--- config.mk ---
export PLATFORM = sky130hd
export DESIGN_NAME = fillrect
export DESIGN_NICKNAME = d
export VERILOG_FILES = /design/src/rtl/fillrect_pkg.sv /design/src/rtl/fill_colour_gen.sv /design/src/rtl/fillrect.sv
export SDC_FILE = /design/constraint.sdc
export NUM_CORES = 1
export LEC_CHECK = 0
export CORE_MARGIN = 1.5
export CORE_UTILIZATION = 55
export DETAILED_ROUTE_END_ITERATION = 10
export GPL_TIMING_DRIVEN = 0
export PLACE_DENSITY_LB_ADDON = 0.05
export SLEW_MARGIN = 30
export SYNTH_ARGS = -nofsm -noshare
export SYNTH_HDL_FRONTEND = slang
export SYNTH_SLANG_ARGS = --single-unit
--- constraint.sdc ---
create_clock -name clk -period 3.5 [get_ports clk]
set_input_delay 0.7 -clock clk [delete_from_list [all_inputs] [get_ports clk]]
set_output_delay 0.7 -clock clk [all_outputs]
set_load 0.02 [all_outputs]
--- src/rtl/fillrect_pkg.sv ---
// Shared types for the rectangle filler and its colour generator.
package fillrect_pkg;

    typedef enum logic [1:0] {
        IDLE = 2'd0,
        FILL = 2'd1,
        DONE = 2'd2
    } state_t;

    typedef enum logic [1:0] {
        SOLID   = 2'd0,
        XSTRIPE = 2'd1,
        YSTRIPE = 2'd2,
        CHECKER = 2'd3
    } mode_t;

endpackage

--- src/rtl/fill_colour_gen.sv ---
// Combinational pixel colour from pattern mode, base colour and pixel position.
module fill_colour_gen
    import fillrect_pkg::*;
#(
    parameter int XW        = 8,
    parameter int YW        = 7,
    parameter int CW        = 3,
    parameter int CHK_SHIFT = 3
) (
    input  mode_t         mode,
    input  logic [CW-1:0] colour,
    input  logic [XW-1:0] x,
    input  logic [YW-1:0] y,
    output logic [CW-1:0] pix
);

    logic [XW-1:0] xs;
    logic [YW-1:0] ys;

    always_comb begin
        xs  = x >> CHK_SHIFT;
        ys  = y >> CHK_SHIFT;
        pix = colour;
        case (mode)
            SOLID:   pix = colour;
            XSTRIPE: pix = x[CW-1:0];
            YSTRIPE: pix = y[CW-1:0];
            CHECKER: pix = (xs[0] ^ ys[0]) ? ~colour : colour;
            default: pix = colour;
        endcase
    end

endmodule

--- src/rtl/fillrect.sv ---
// Clipped rectangle filler: plots one pixel per clock, column-major, into the VGA plot port.
module fillrect
    import fillrect_pkg::*;
#(
    parameter int SCREEN_W  = 160,
    parameter int SCREEN_H  = 120,
    parameter int CW        = 3,
    parameter int CHK_SHIFT = 3,
    localparam int XW       = $clog2(SCREEN_W),
    localparam int YW       = $clog2(SCREEN_H)
) (
    input  logic          clk,
    input  logic          rst_n,
    input  logic          start,
    input  logic [XW-1:0] x0,
    input  logic [YW-1:0] y0,
    input  logic [XW:0]   w,
    input  logic [YW:0]   h,
    input  logic [1:0]    mode,
    input  logic [CW-1:0] colour,
    output logic          done,
    output logic [XW-1:0] vga_x,
    output logic [YW-1:0] vga_y,
    output logic [CW-1:0] vga_colour,
    output logic          vga_plot
);

    localparam logic [XW+1:0] SW = (XW+2)'(SCREEN_W);
    localparam logic [YW+1:0] SH = (YW+2)'(SCREEN_H);

    state_t        state_q, state_d;
    logic [XW-1:0] px_q, px_d;
    logic [YW-1:0] py_q, py_d, y0_q, y0_d;
    logic [XW:0]   xe_q, xe_d;
    logic [YW:0]   ye_q, ye_d;
    mode_t         mode_q, mode_d;
    logic [CW-1:0] col_q, col_d;
    logic [CW-1:0] pix_q, pix_d, pix;
    logic          plot_q, plot_d, done_q, done_d;

    logic [XW+1:0] xsum;
    logic [YW+1:0] ysum;
    logic          empty, last_x, last_y;
    mode_t         gen_mode;
    logic [CW-1:0] gen_col;

    // Sums are two bits wider than the coordinates so an oversized w/h cannot wrap before clipping.
    assign xsum   = {2'b00, x0} + {1'b0, w};
    assign ysum   = {2'b00, y0} + {1'b0, h};
    assign empty  = (w == '0) | (h == '0) | ({2'b00, x0} >= SW) | ({2'b00, y0} >= SH);
    assign last_x = ({1'b0, px_q} + (XW+1)'(1)) == xe_q;
    assign last_y = ({1'b0, py_q} + (YW+1)'(1)) == ye_q;

    // The first pixel is coloured from the live inputs; later pixels from the latched copies.
    assign gen_mode = (state_q == IDLE) ? mode_t'(mode) : mode_q;
    assign gen_col  = (state_q == IDLE) ? colour : col_q;

    fill_colour_gen #(
        .XW        (XW),
        .YW        (YW),
        .CW        (CW),
        .CHK_SHIFT (CHK_SHIFT)
    ) u_colour (
        .mode   (gen_mode),
        .colour (gen_col),
        .x      (px_d),
        .y      (py_d),
        .pix    (pix)
    );

    always_comb begin
        state_d = state_q;
        px_d    = px_q;
        py_d    = py_q;
        y0_d    = y0_q;
        xe_d    = xe_q;
        ye_d    = ye_q;
        mode_d  = mode_q;
        col_d   = col_q;
        plot_d  = plot_q;
        done_d  = done_q;
        case (state_q)
            IDLE: begin
                if (start) begin
                    y0_d   = y0;
                    mode_d = mode_t'(mode);
                    col_d  = colour;
                    xe_d   = (xsum > SW) ? SW[XW:0] : xsum[XW:0];
                    ye_d   = (ysum > SH) ? SH[YW:0] : ysum[YW:0];
                    if (empty) begin
                        state_d = DONE;
                        done_d  = 1'b1;
                        plot_d  = 1'b0;
                    end else begin
                        state_d = FILL;
                        px_d    = x0;
                        py_d    = y0;
                        plot_d  = 1'b1;
                    end
                end
            end
            FILL: begin
                if (!last_y) begin
                    py_d = py_q + YW'(1);
                end else if (!last_x) begin
                    py_d = y0_q;
                    px_d = px_q + XW'(1);
                end else begin
                    state_d = DONE;
                    done_d  = 1'b1;
                    plot_d  = 1'b0;
                    px_d    = '0;
                    py_d    = '0;
                end
            end
            DONE: begin
                if (!start) begin
                    state_d = IDLE;
                    done_d  = 1'b0;
                end
            end
            default: begin
                state_d = IDLE;
                plot_d  = 1'b0;
                done_d  = 1'b0;
                px_d    = '0;
                py_d    = '0;
            end
        endcase
        pix_d = plot_d ? pix : '0;
    end

    always_ff @(posedge clk or negedge rst_n) begin
        if (!rst_n) begin
            state_q <= IDLE;
            px_q    <= '0;
            py_q    <= '0;
            y0_q    <= '0;
            xe_q    <= '0;
            ye_q    <= '0;
            mode_q  <= SOLID;
            col_q   <= '0;
            pix_q   <= '0;
            plot_q  <= 1'b0;
            done_q  <= 1'b0;
        end else begin
            state_q <= state_d;
            px_q    <= px_d;
            py_q    <= py_d;
            y0_q    <= y0_d;
            xe_q    <= xe_d;
            ye_q    <= ye_d;
            mode_q  <= mode_d;
            col_q   <= col_d;
            pix_q   <= pix_d;
            plot_q  <= plot_d;
            done_q  <= done_d;
        end
    end

    assign vga_x      = px_q;
    assign vga_y      = py_q;
    assign vga_colour = pix_q;
    assign vga_plot   = plot_q;
    assign done       = done_q;

endmodule

-- Yosys cells after proc, flatten, opt, wreduce, memory -nomap -nowiden
Index checks and enable logic that the tools add are counted.
- add/subtract/negate cells: 6
- multiply operators: 0
- divide/modulo/power cells: 0
- $lt $le $gt $ge: 4
- equal/unequal tests: 13
- shift operators: 0
- multiplexer cells: 34
- bitwise operators: 6
- reduce and logical (&&, ||, !) cells: 9
- operator list (kind ; number):
    $mux W8 ; 5
    $mux W7 ; 4
    $pmux W8 S3 ; 1
    $pmux W7 S3 ; 1
    $mux W2 ; 6
    $ne A2 B2 Y1 const B ; 6
    $pmux W3 S4 ; 1
    $add A8 B9 Y10 ; 1
    $gt A10 B8 Y1 const B ; 1
    $add A7 B8 Y9 ; 1
    $add A8 B1 Y9 const B ; 1
    $eq A9 B9 Y1 ; 1
    $gt A9 B7 Y1 const B ; 1
    $logic_not A9 Y1 ; 1
    $mux W1 ; 9
    $mux W3 ; 3
    $mux W9 ; 1
    $add A7 B1 Y8 const B ; 1
    $add A8 B1 Y8 const B ; 1
    $eq A8 B8 Y1 ; 1
    $ge A8 B8 Y1 const B ; 1
    $logic_not A8 Y1 ; 1
    $reduce_and A4 Y1 ; 2
    $add A7 B1 Y7 const B ; 1
    other kinds (13) ; 20
- bits in registers: 51
- latch bits: 0
- memory bits (writable): 0
- bits in read-only memories: 0
- bits of input ports: 40
- output and inout port bits: 20
- memories: 0

-- Longest topological paths before layout
Gate-level depths: netlist of the first run.
- word-level depth: 11
- depth in mapped cells: 12

-- By module
Synthesis of the first run repeated with hierarchy kept, for this count alone.
- cells, all modules: 412
- area total of the unflattened synthesis: 3783.6 µm²
- modules (own cells, without submodules) (module ; instances ; cells each ; area each (µm²)):
    fillrect ; 1 ; 406 ; 3644.7
    fill_colour_gen ; 1 ; 6 ; 138.9

-- Least setup slack after synthesis of the first run
Ideal clock, no wire load.
- path type: register to register
- start: register py_q[0] (netlist: vga_y[0])
- end: register pix_q[0] (netlist: vga_colour[0])
- arrival: 2926 ps
- required time: 3412 ps
- path slack: 486 ps
- cell stages (with the launch flop): 11
- path buffers: 0
- period minus slack after synthesis: 3014 ps
- cell sequence: dfrtp_1 -> ha_1 -> xor2_1 -> a311oi_2 -> o2111ai_2 -> or3_4 -> a21oi_2 -> nand2_1 -> a211o_1 -> a2111o_1 -> o211ai_1
- longest elaborated chain between the ends: 8
- elaborated cells on any way between the ends: 15
- ends and longest elaborated chain (element ; line ; RTL):
    start, declared ; fillrect.sv:33 ; logic [YW-1:0] py_q, py_d, y0_q, y0_d;
    start signal, assigned ; fillrect.sv:149 ; py_q <= py_d;
    $add A7 B1 Y8 ; fillrect.sv:52 ; assign last_y = ({1'b0, py_q} + (YW+1)'(1)) == ye_q;
    $eq A8 B8 Y1 ; fillrect.sv:52 ;
    $mux W8 / $mux W7 (equally long branches) ; fillrect.sv:103 ; if (!last_y) begin
    $pmux W8 S3 / $pmux W7 S3 (equally long branches) ; fillrect.sv:82 ; case (state_q)
    $xor A1 B1 Y1 ; fill_colour_gen.sv:28 ; CHECKER: pix = (xs[0] ^ ys[0]) ? ~colour : colour;
    $mux W3 ; fill_colour_gen.sv:28 ;
    $pmux W3 S4 ; fill_colour_gen.sv:24 ; case (mode)
    $mux W3 * ; fillrect.sv:130 ; pix_d = plot_d ? pix : '0;
    via pix_d[0] ; fillrect.sv:38 ; logic [CW-1:0] pix_q, pix_d, pix;
    end signal, assigned ; fillrect.sv:155 ; pix_q <= pix_d;
    end, declared ; fillrect.sv:38 ;
The timed path passes the listed nets; every way through them passes the cells marked *. The select of a mux whose other input is x is not followed.
A chain may end at the register's enable or synchronous reset.

-- Worst setup path in the final report of the first run
- start: input port h[1]
- end: register pix_q[0] (netlist: vga_colour[0])
- longest elaborated chain between the ends: 11
- elaborated cells on any way between the ends: 17
- ends and longest elaborated chain (element ; line ; RTL):
    start, declared ; fillrect.sv:18 ; input logic [YW:0] h,
    $logic_not A8 Y1 * ; fillrect.sv:50 ; assign empty = (w == '0) | (h == '0) | ({2'b00, x0} >= SW) | ({2'b00, y0} >= SH);
    $or A1 B1 Y1 * (3 in a row) ; fillrect.sv:50 ;
    $mux W8 / $mux W7 (equally long branches) ; fillrect.sv:90 ; if (empty) begin
    $mux W8 / $mux W7 (equally long branches) ; fillrect.sv:84 ; if (start) begin
    $pmux W8 S3 / $pmux W7 S3 (equally long branches) ; fillrect.sv:82 ;
    $xor A1 B1 Y1 ; fill_colour_gen.sv:28 ;
    $mux W3 ; fill_colour_gen.sv:28 ;
    $pmux W3 S4 ; fill_colour_gen.sv:24 ;
    $mux W3 * ; fillrect.sv:130 ;
    via pix_d[0] ; fillrect.sv:38 ;
Marked as above.

==> key figures, run 1 <==
Critical path
  – Data arrival, critical path: 3.62 ns
  – Critical path peak fanout: 6
  – CP required: 3.74 ns
  – Critical path class: in -> reg
  – Critical path's slowest cell: or4_1
  – Worst setup EP type: flip-flop
  – Crit path cell chain: clkdlybuf4s50_1 > or4_1 > o211a_1 > nand3_1 > nand2_1 > o21ai_1 > a21oi_1 > a211o_4 > a2111o_1 > o211ai_1
  – Worst setup SP type: input port
  – CP peak stage delay: 0.59 ns

Synth
  – Mapped cell area: 3851 µm²
  – Main flop type after synthesis: dfrtp_1
  – Post-Synthesis Cells: 442
  – Syn. warnings: 0
  – Number of synthesized flops with an enable pin: 0
  – Seq cells post-synth: 51
  – Distinct cells, synth: 75
  – Synth top area share: 33.14%
  – Mapped Nets: 501
  – Post-Syn Area per Cell: 8.713 µm²
  – Yosys top cell by area: dfrtp_1
  – Area contributors post-synth: dfrtp_1 (33%), nand2_1 (6.4%), ha_1 (5.5%)
  – Seq/Total Area, Yosys: 33.14%
  – Async SR Flop Fraction: 100.0%

Finish
  – Most common cell after layout, fill and taps aside: nand2_1
  – Fillers: 577
  – Antenna Cells: 0
  – Layout cells sized above 1: 10.33%
  – Post-layout util: 70.13%
  – Most frequent cells in the layout: nand2_1 (66), clkdlybuf4s50_1 (58), dfrtp_1 (50)
  – Area delta synth->final: 23.72%
  – Layout Nets: 571

Timing
  – Final Setup Violations: 0
  – RSZ-0062 raised after global routing: false
  – Final Cycle Share: 96.48%
  – Number of hold violations in the final report: 0
  – Clock Skew: 0.01979 ns
  – WHS: 0.1666 ns
  – Slew Limit Fails: 0
  – FMAX: 296.2 MHz
  – Setup TNS: 0 ns
  – Worst-margin pin slew: 0.6975 ns
  – Slew Limit Headroom: 53.33%
  – Min Tclk post-route: 3.377 ns

CTS
  – CTS buffer count: 5
  – Clk_lat worst skew: 0.33 ns
  – Root Buffer: clkbuf_8
  – TritonCTS Sinks: 51
  – Clk pin slew, worst setup/hold paths: 0.11 ns
  – H-tree levels: 2
  – TritonCTS clock tree: yes
  – Max clock buf depth: 2

Die
  – Ports: 60
  – Starting Density: 56.69%
  – Die Ht: 86.68 µm
  – Row cnt: 30
  – CORE AREA: 6794 µm²
  – DIE WIDTH: 86.68 µm
  – Die area: 7513 µm²

Place
  – Detail Placement HPWL: 8218 µm
  – Final Wtd Congestion: 0.9191
  – IO Port Bufs: 59

Route
  – DRC viols: 0
  – WL final: 10,720 µm
  – ANT nets after route: 0
  – DR WL/cell: 17.60 µm
  – Pre-antenna DRT Iters: 5
  – Vias: 3,744
  – Via density per instance: 6.148
  – Initial DRC count: 293

GRT
  – First-pass GRT wire length: 17,720 µm
  – Total track usage: 30.21%
  – Vias in the first global route: 3,674
  – Largest net degree at the start of global routing: 50
  – Grt ovf: 0
  – Initial antenna violation count: 0

Run status
  – Status: completed

Worst hold path
  – Hold WC Path Type: in -> async

Pwr
  – Maximum vdd drop: 0.3772 mV
  – P per Cell Area: 733.3 nW/µm²
  – Leak pwr: 0.002006 µW
  – Power, Total: 3494 µW

Flow run
  – Max Cap Viol: 0
-- layout make-up --
type | instances | area (µm²) | share of cell area [%]
Clock inverter | 3 | 26.28 | 0.5515
Tap cell | 96 | 120.1 | 2.521
Sequential cell | 51 | 1277 | 26.81
Multi-Input combinational cell | 352 | 2469 | 51.81
Inverter | 24 | 90.09 | 1.891
Timing Repair Buffer | 63 | 638.1 | 13.39
Buffer | 15 | 75.07 | 1.576
Clock buffer | 5 | 68.82 | 1.444
-- synth_stat cells, types with 9 or more instances --
| cell type | instances |
|---|---|
| nand2_1 | 66 |
| dfrtp_1 | 51 |
| nor2_1 | 25 |
| inv_1 | 24 |
| o21ai_0 | 21 |
| a21oi_1 | 17 |
| ha_1 | 17 |
| xnor2_1 | 15 |
| nand3_1 | 13 |
| nand4_1 | 9 |
| nor3_1 | 9 |
| xor2_1 | 9 |
-- final timing paths --
path	end	from	depth (start not counted)	slack, ns
worst max-delay path	vga_colour[0]$_DFF_PN0_	h[1]	10	0.12
worst min-delay path	xe_q[6]$_DFFE_PN0P_	rst_n	1	0.17
worst max register to register	vga_colour[0]$_DFF_PN0_	vga_y[0]$_DFF_PN0_	10	0.18
worst min register to register	y0_q[2]$_DFFE_PN0P_	y0_q[2]$_DFFE_PN0P_	2	0.49
max in group asynchronous	vga_y[0]$_DFF_PN0_	rst_n	2	2.90
min in group clk	y0_q[2]$_DFFE_PN0P_	y0_q[2]$_DFFE_PN0P_	2	0.49
-- metal layers --
metal	global-route usage (%)	routed length, µm
met1	38.16	4581
met2	52.27	5213
met3	4.286	599
met4	11.58	321
met5	0	0
-- metrics by stage --
step,cell area (µm²),setup WS (ns),std cells
after floorplan,3851,0.4864,442
after global placement,4562,-0.2922,597
after detailed placement,4587,-0.3612,598
after CTS,4686,0.07231,606
after global routing,4765,0.01392,609
final,4765,0.1234,609
-- report_power, final --
group / switching [µW] / internal, µW / leakage [µW]
clock: 231 / 148 / 0.0000491
combinational: 1190 / 877 / 0.00132
sequential: 225 / 824 / 0.000636
-- cell families after synthesis --
logic type / after synthesis / synth area share [%]
and+or+nand+nor: 179 / 24.17
AOI/OAI and AO/OA: 120 / 23.59
DFF: 51 / 33.14
buffers and inverters: 39 / 4.289
xor gates and xnor gates: 24 / 5.458
adders and majority gates: 19 / 6.563
muxes: 10 / 2.794
-- worst max-delay path, delay by kind of cell --
| family | cells | cell delay, ns |
|---|---|---|
| buf+inv | 1 | 0.45 |
| compound gates | 6 | 1.50 |
| simple gates | 3 | 0.98 |
-- flip-flops by register name (all words and copies together) (netlist names) --
| signal | cells |
|---|---|
| xe_q | 9 |
| vga_x | 8 |
| ye_q | 8 |
| vga_y | 7 |
| y0_q | 7 |
| col_q | 3 |
| vga_colour | 3 |
| mode_q | 2 |
| state_q | 2 |
| done | 1 |
| vga_plot | 1 |
-- repair_timing --
item | CTS | global route
hold endpoints to repair | 0 | 0
gates resized for setup | 1 | 12
pin swaps | 0 | 2
hold buffers | 0 | 0
setup endpoints to repair | 6 | 9
buffers inserted | 0 | 3
Note: power is estimated with default switching activity, not from simulation.
==> run 2: changes to the inputs <==
--- a/config.mk
+++ b/config.mk
@@ -5,6 +5,8 @@
 export SDC_FILE = /design/constraint.sdc
 export NUM_CORES = 1
 export LEC_CHECK = 0
+export CAP_MARGIN = 20
+export CORE_ASPECT_RATIO = 1.75
 export CORE_MARGIN = 1.5
 export CORE_UTILIZATION = 55
 export DETAILED_ROUTE_END_ITERATION = 10
==> run 2 against run 1 <==
Against the previous run: total power increased by 5.2%; non-clock buffer count increased by 1; final area increased by 0.53%; sequential share of layout area decreased by 0.14 points; setup slack got worse by 0.0038 ns; via count increased by 0.61%; highest routed layer unchanged; register-to-register slack got worse by 0.06 ns.
==> key figures, run 2 (synthesis results as in run 1) <==
CTS
  – H-tree levels: 2
  – Post-CTS Hold Fix Bufs: 0
  – Clk pin slew, worst setup/hold paths: 0.07 ns
  – CTS buffer count: 5
  – Max clock buf depth: 2
  – Root Buffer: clkbuf_16
  – TritonCTS clock tree: yes
  – TritonCTS Sinks: 51
  – Clk_lat worst skew: 0.30 ns

Timing
  – Final Setup Violations: 0
  – Number of hold violations in the final report: 0
  – Setup ws final: 0.1196 ns
  – Worst-margin pin slew: 0.6017 ns
  – Min Tclk post-route: 3.380 ns
  – Slew Limit Fails: 0
  – Slew Limit Headroom: 59.74%
  – WHS: 0.3070 ns
  – Clock Skew: 0.01074 ns
  – FMAX: 295.8 MHz
  – Final Cycle Share: 96.58%

Critical path
  – Critical path's slowest cell: dfrtp_2
  – FF-to-FF Start: vga_y[0]$_DFF_PN0_
  – Crit. Startpoint: vga_y[0]$_DFF_PN0_
  – Critical path class: reg -> reg
  – CP peak stage delay: 0.47 ns
  – Crit-path leading delay family: compound AO/OA/AOI/OAI gates
  – CP required: 3.71 ns
  – Crit path cell chain: ha_1 > xor2_1 > a311oi_2 > o2111ai_2 > or3_4 > a21oi_2 > nand2_1 > a211o_4 > a2111o_1 > o211ai_1
  – Critical path peak fanout: 7
  – Reg2reg path depth: 10
  – Data arrival, critical path: 3.59 ns
  – Stages on the worst setup path: 10
  – Worst setup SP type: flip-flop
  – Worst setup EP type: flip-flop
  – Buf+Inv Stages, Crit Path: 0

Die
  – CORE AREA: 6807 µm²
  – Die Ht: 113.7 µm
  – Row cnt: 40
  – Ports: 60
  – DIE WIDTH: 66.26 µm
  – Starting Density: 56.58%
  – Die area: 7533 µm²

Finish
  – Post-layout util: 70.37%
  – Antenna Cells: 0
  – Max FFs per register: 9
  – Layout cells sized above 1: 10.14%
  – Largest register by flop count: xe_q
  – Layout Nets: 572
  – Most common cell after layout, fill and taps aside: nand2_1
  – Area delta synth->final: 24.37%
  – Most frequent cells in the layout: nand2_1 (65), clkdlybuf4s50_1 (58), dfrtp_1 (50)

GRT
  – M2 GR Usage: 55.47%
  – Grt met3 use: 3.748%
  – M1 GR Usage: 32.76%
  – Initial antenna violation count: 0
  – Grt ovf: 0
  – Total track usage: 30.72%
  – Largest net degree at the start of global routing: 28
  – Vias in the first global route: 3,725
  – GRT Max-Usage Layer: met2
  – First-pass GRT wire length: 17,530 µm

Route
  – Pre-antenna DRT Iters: 6
  – ANT nets after route: 0
  – WL final: 10,990 µm
  – Initial DRC count: 300
  – Via density per instance: 6.310
  – DR WL/cell: 18.40 µm
  – Vias: 3,767
  – DRC viols: 0

Place
  – Detail Placement HPWL: 8605 µm
  – Final Wtd Congestion: 0.9022
  – DP Worst Slack: -0.2935 ns
  – IO Port Bufs: 59

Pwr
  – P per Cell Area: 767.4 nW/µm²
  – Maximum vdd drop: 0.5065 mV
  – Leak pwr: 0.002031 µW

Worst hold path
  – Hold WC Path Type: in -> async

Run status
  – Status: completed

Flow run
  – Max Cap Viol: 0
run 2: cell count changes in the layout (fill, tap and decap cells not counted), sizes merged:
cell      previous run  this run
inv                 26        24
buf                 14        15
bufinv               0         1
clkinv               1         0
clkinvlp             0         1
run 2: final timing paths:
check,to,slack (ns)
worst min register to register,col_q[0]$_DFFE_PN0P_,0.47
max in group asynchronous,vga_y[0]$_DFF_PN0_,2.72
min in group clk,col_q[0]$_DFFE_PN0P_,0.47
worst min-delay path,vga_x[3]$_DFF_PN0_,0.31
worst max-delay path,vga_colour[0]$_DFF_PN0_,0.12
worst max register to register,vga_colour[0]$_DFF_PN0_,0.12
run 2: what timing repair did:
| item | in CTS | in global routing |
|---|---|---|
| setup endpoints to repair | 6 | 9 |
| pin swaps | 0 | 2 |
| buffers inserted | 0 | 4 |
| resized for setup | 1 | 7 |
run 2: layout make-up:
| class | count | area, µm² |
|---|---|---|
| plain buffers | 15 | 75.07 |
| repair buffers | 64 | 638.1 |
| well taps | 84 | 105.1 |
| clock inverters | 2 | 37.54 |
| inverters | 24 | 90.09 |
| fillers | 565 | 2017 |
| multi-input cells | 352 | 2441 |
| flip-flops and latches | 51 | 1277 |
| clock buffers | 5 | 125.1 |
run 2: worst reg2reg max path: stages (launching register included):
cell and delay, ns:
dfrtp_2 0.47, ha_1 0.35, xor2_1 0.16, a311oi_2 0.28, o2111ai_2 0.31, or3_4 0.43
a21oi_2 0.11, nand2_1 0.22, a211o_4 0.44, a2111o_1 0.42, o211ai_1 0.12
run 2: where the power goes:
group	total (µW)	internal, µW	switching, µW	leakage (µW)
logic	2070	881	1190	0.00132
registers	1050	826	225	0.000636
clock network	556	334	223	0.0000759
run 2: metal layers:
layer | up-vias | part of all wire, %
met5 | - | 0
met4 | 0 | 6.1
met1 | 1811 | 37
met2 | 146 | 53
li1 | 1767 | -
met3 | 43 | 4.0
run 2: stage by stage:
stage               setup TNS (ns)  cell area [µm²]  cells  total power, µW
CTS                              0             4731    593             3600
global placement            -1.865             4547    585             2990
global route            -0.0001363             4790    597             3908
finish                           0             4790    597             3676
floorplan                        0             3851    442             2390
detailed placement          -2.307             4564    586             3041
==> run 3: changes to the inputs <==
--- a/config.mk
+++ b/config.mk
@@ -8,7 +8,8 @@
 export CAP_MARGIN = 20
 export CORE_ASPECT_RATIO = 1.75
 export CORE_MARGIN = 1.5
-export CORE_UTILIZATION = 55
+export CORE_UTILIZATION = 56
+export CTS_BUF_LIST = sky130_fd_sc_hd__clkbuf_8
 export DETAILED_ROUTE_END_ITERATION = 10
 export GPL_TIMING_DRIVEN = 0
 export PLACE_DENSITY_LB_ADDON = 0.05
==> run 3 against run 2 <==
Against the previous run: via count shrank 1.6%; count of clock-buffer cells in the layout grew 1; first-iteration DRC count shrank 12%; setup slack lost 0.011 ns; cell count shrank 0.34%; clock power shrank 33%; worst hold slack lost 0.022 ns; combinational power is essentially flat; sequential power is essentially flat; maximum frequency shrank 0.34%; critical path type is now in -> reg.
==> key figures, run 3 (synthesis results as in run 1) <==
Finish
  – Area delta synth->final: 22.71%
  – Post-layout util: 71.74%
  – Most common cell after layout, fill and taps aside: nand2_1
  – Final Non-Filler Cells: 595
  – Fillers: 551
  – Layout Nets: 571
  – Most frequent cells in the layout: nand2_1 (66), clkdlybuf4s50_1 (58), dfrtp_1 (50)
  – Max FFs per register: 9
  – Final Cell Area: 4726 µm²
  – Layout cells sized above 1: 9.942%
  – Antenna Cells: 0
  – Largest register by flop count: xe_q

Timing
  – Slew Limit Fails: 0
  – Number of hold violations in the final report: 0
  – Clock Skew: 0.01244 ns
  – Worst-margin pin slew: 0.6113 ns
  – FMAX: 294.8 MHz
  – Setup ws final: 0.1081 ns
  – WHS: 0.2848 ns
  – Slew Limit Headroom: 59.10%
  – Min Tclk post-route: 3.392 ns
  – Final Cycle Share: 96.91%
  – Final Setup Violations: 0

Critical path
  – Worst setup SP type: input port
  – CP peak stage delay: 0.59 ns
  – Critical path peak fanout: 6
  – CP required: 3.69 ns
  – Crit path cell chain: clkdlybuf4s50_1 > or4_1 > o211a_1 > a31oi_1 > o21ai_0 > o21ai_2 > a31oi_4 > mux2i_2 > a2111o_1 > o211ai_1
  – Worst setup EP type: flip-flop
  – Critical path class: in -> reg
  – Critical path's slowest cell: or4_1
  – Data arrival, critical path: 3.58 ns

Pwr
  – Maximum vdd drop: 0.5629 mV
  – Leak pwr: 0.002006 µW
  – P per Cell Area: 736.7 nW/µm²

Route
  – Vias: 3,705
  – Pre-antenna DRT Iters: 5
  – Initial DRC count: 265
  – Via density per instance: 6.227
  – DRC viols: 0
  – DR WL/cell: 18.18 µm
  – ANT nets after route: 0
  – WL final: 10,820 µm

Run status
  – Status: completed

GRT
  – Vias in the first global route: 3,770
  – Grt ovf: 0
  – Largest net degree at the start of global routing: 27
  – Total track usage: 31.39%
  – First-pass GRT wire length: 17,680 µm
  – Initial antenna violation count: 0

Die
  – Starting Density: 58.46%
  – Die Ht: 112.7 µm
  – CORE AREA: 6588 µm²
  – DIE WIDTH: 65.69 µm
  – Ports: 60
  – Row cnt: 39
  – Die area: 7404 µm²

CTS
  – CTS buffer count: 5
  – H-tree levels: 2
  – TritonCTS clock tree: yes
  – Post-CTS Hold Fix Bufs: 0
  – Max clock buf depth: 2
  – Clk_lat worst skew: 0.32 ns
  – TritonCTS Sinks: 51
  – Clk pin slew, worst setup/hold paths: 0.10 ns
  – Root Buffer: clkbuf_8

Place
  – DP Cell Count: 584
  – DP Worst Slack: -0.2994 ns
  – Final Wtd Congestion: 0.9071
  – IO Port Bufs: 59
  – Detail Placement HPWL: 8631 µm
  – Post-DP Area: 4562 µm²

Worst hold path
  – Hold WC Path Type: in -> async

Flow run
  – Max Cap Viol: 0
-- run 3: changes by cell type in the layout (fill, tap and decap cells not counted), sizes merged --
cell / change
buf: -1
bufinv: -1
clkbuf: +1
clkinv: +1
-- run 3: power breakdown --
part           switching, µW  leakage (µW)  total (µW)  internal [µW]
clock network            208     0.0000474         370            162
logic                   1180       0.00132        2060            881
registers                225      0.000636        1050            825
total                   1610       0.00201        3480           1870
-- run 3: critical path, delay by kind of cell --
family	cells	cell delay, ns
compound gates	7	1.51
buf+inv	1	0.43
mux	1	0.36
simple gates	1	0.59
-- run 3: what timing repair did --
item | 4_1_cts | 5_1_grt
resized for setup | 1 | 8
setup buffers | 0 | 3
hold endpoints to repair | 0 | 0
setup endpoints to repair | 6 | 9
pin swaps | 0 | 2
-- run 3: final timing paths --
path / cells past startpoint / endpoint / from / slack (ns)
worst max-delay path: 10 / vga_colour[0]$_DFF_PN0_ / h[5] / 0.11
worst min-delay path: 1 / vga_x[4]$_DFFE_PN0P_ / rst_n / 0.28
worst max register to register: 10 / vga_colour[0]$_DFF_PN0_ / vga_y[0]$_DFF_PN0_ / 0.14
worst min register to register: 2 / y0_q[2]$_DFFE_PN0P_ / y0_q[2]$_DFFE_PN0P_ / 0.47
max in group asynchronous: 2 / vga_y[0]$_DFF_PN0_ / rst_n / 2.74
min in group clk: 2 / y0_q[2]$_DFFE_PN0P_ / y0_q[2]$_DFFE_PN0P_ / 0.47
-- run 3: layout make-up --
| class | instances | area, µm² | area share, % |
|---|---|---|---|
| Tap cell | 82 | 102.6 | 2.171 |
| Multi-Input combinational cell | 352 | 2451 | 51.87 |
| Clock inverter | 2 | 16.27 | 0.3442 |
| Timing Repair Buffer | 63 | 630.6 | 13.34 |
| Clock buffer | 6 | 82.58 | 1.747 |
| Buffer | 15 | 75.07 | 1.589 |
| Sequential cell | 51 | 1277 | 27.03 |
| Inverter | 24 | 90.09 | 1.906 |
-- run 3: through the flow --
stage	TNS [ns]	total power, µW
after floorplan	0	2390
after global placement	-2.267	2987
after detailed placement	-2.515	3035
after CTS	0	3410
after global routing	-0.006860	3728
final	0	3481
-- run 3: per-layer routing --
metal  routed length [µm]  up-vias  global-route usage, %
met5                    0        -                      0
met4                  735        0                  22.36
met3                  461       51                  3.976
met2                 5702      149                  54.68
met1                 3917     1742                  33.83
li1                     -     1763                      -
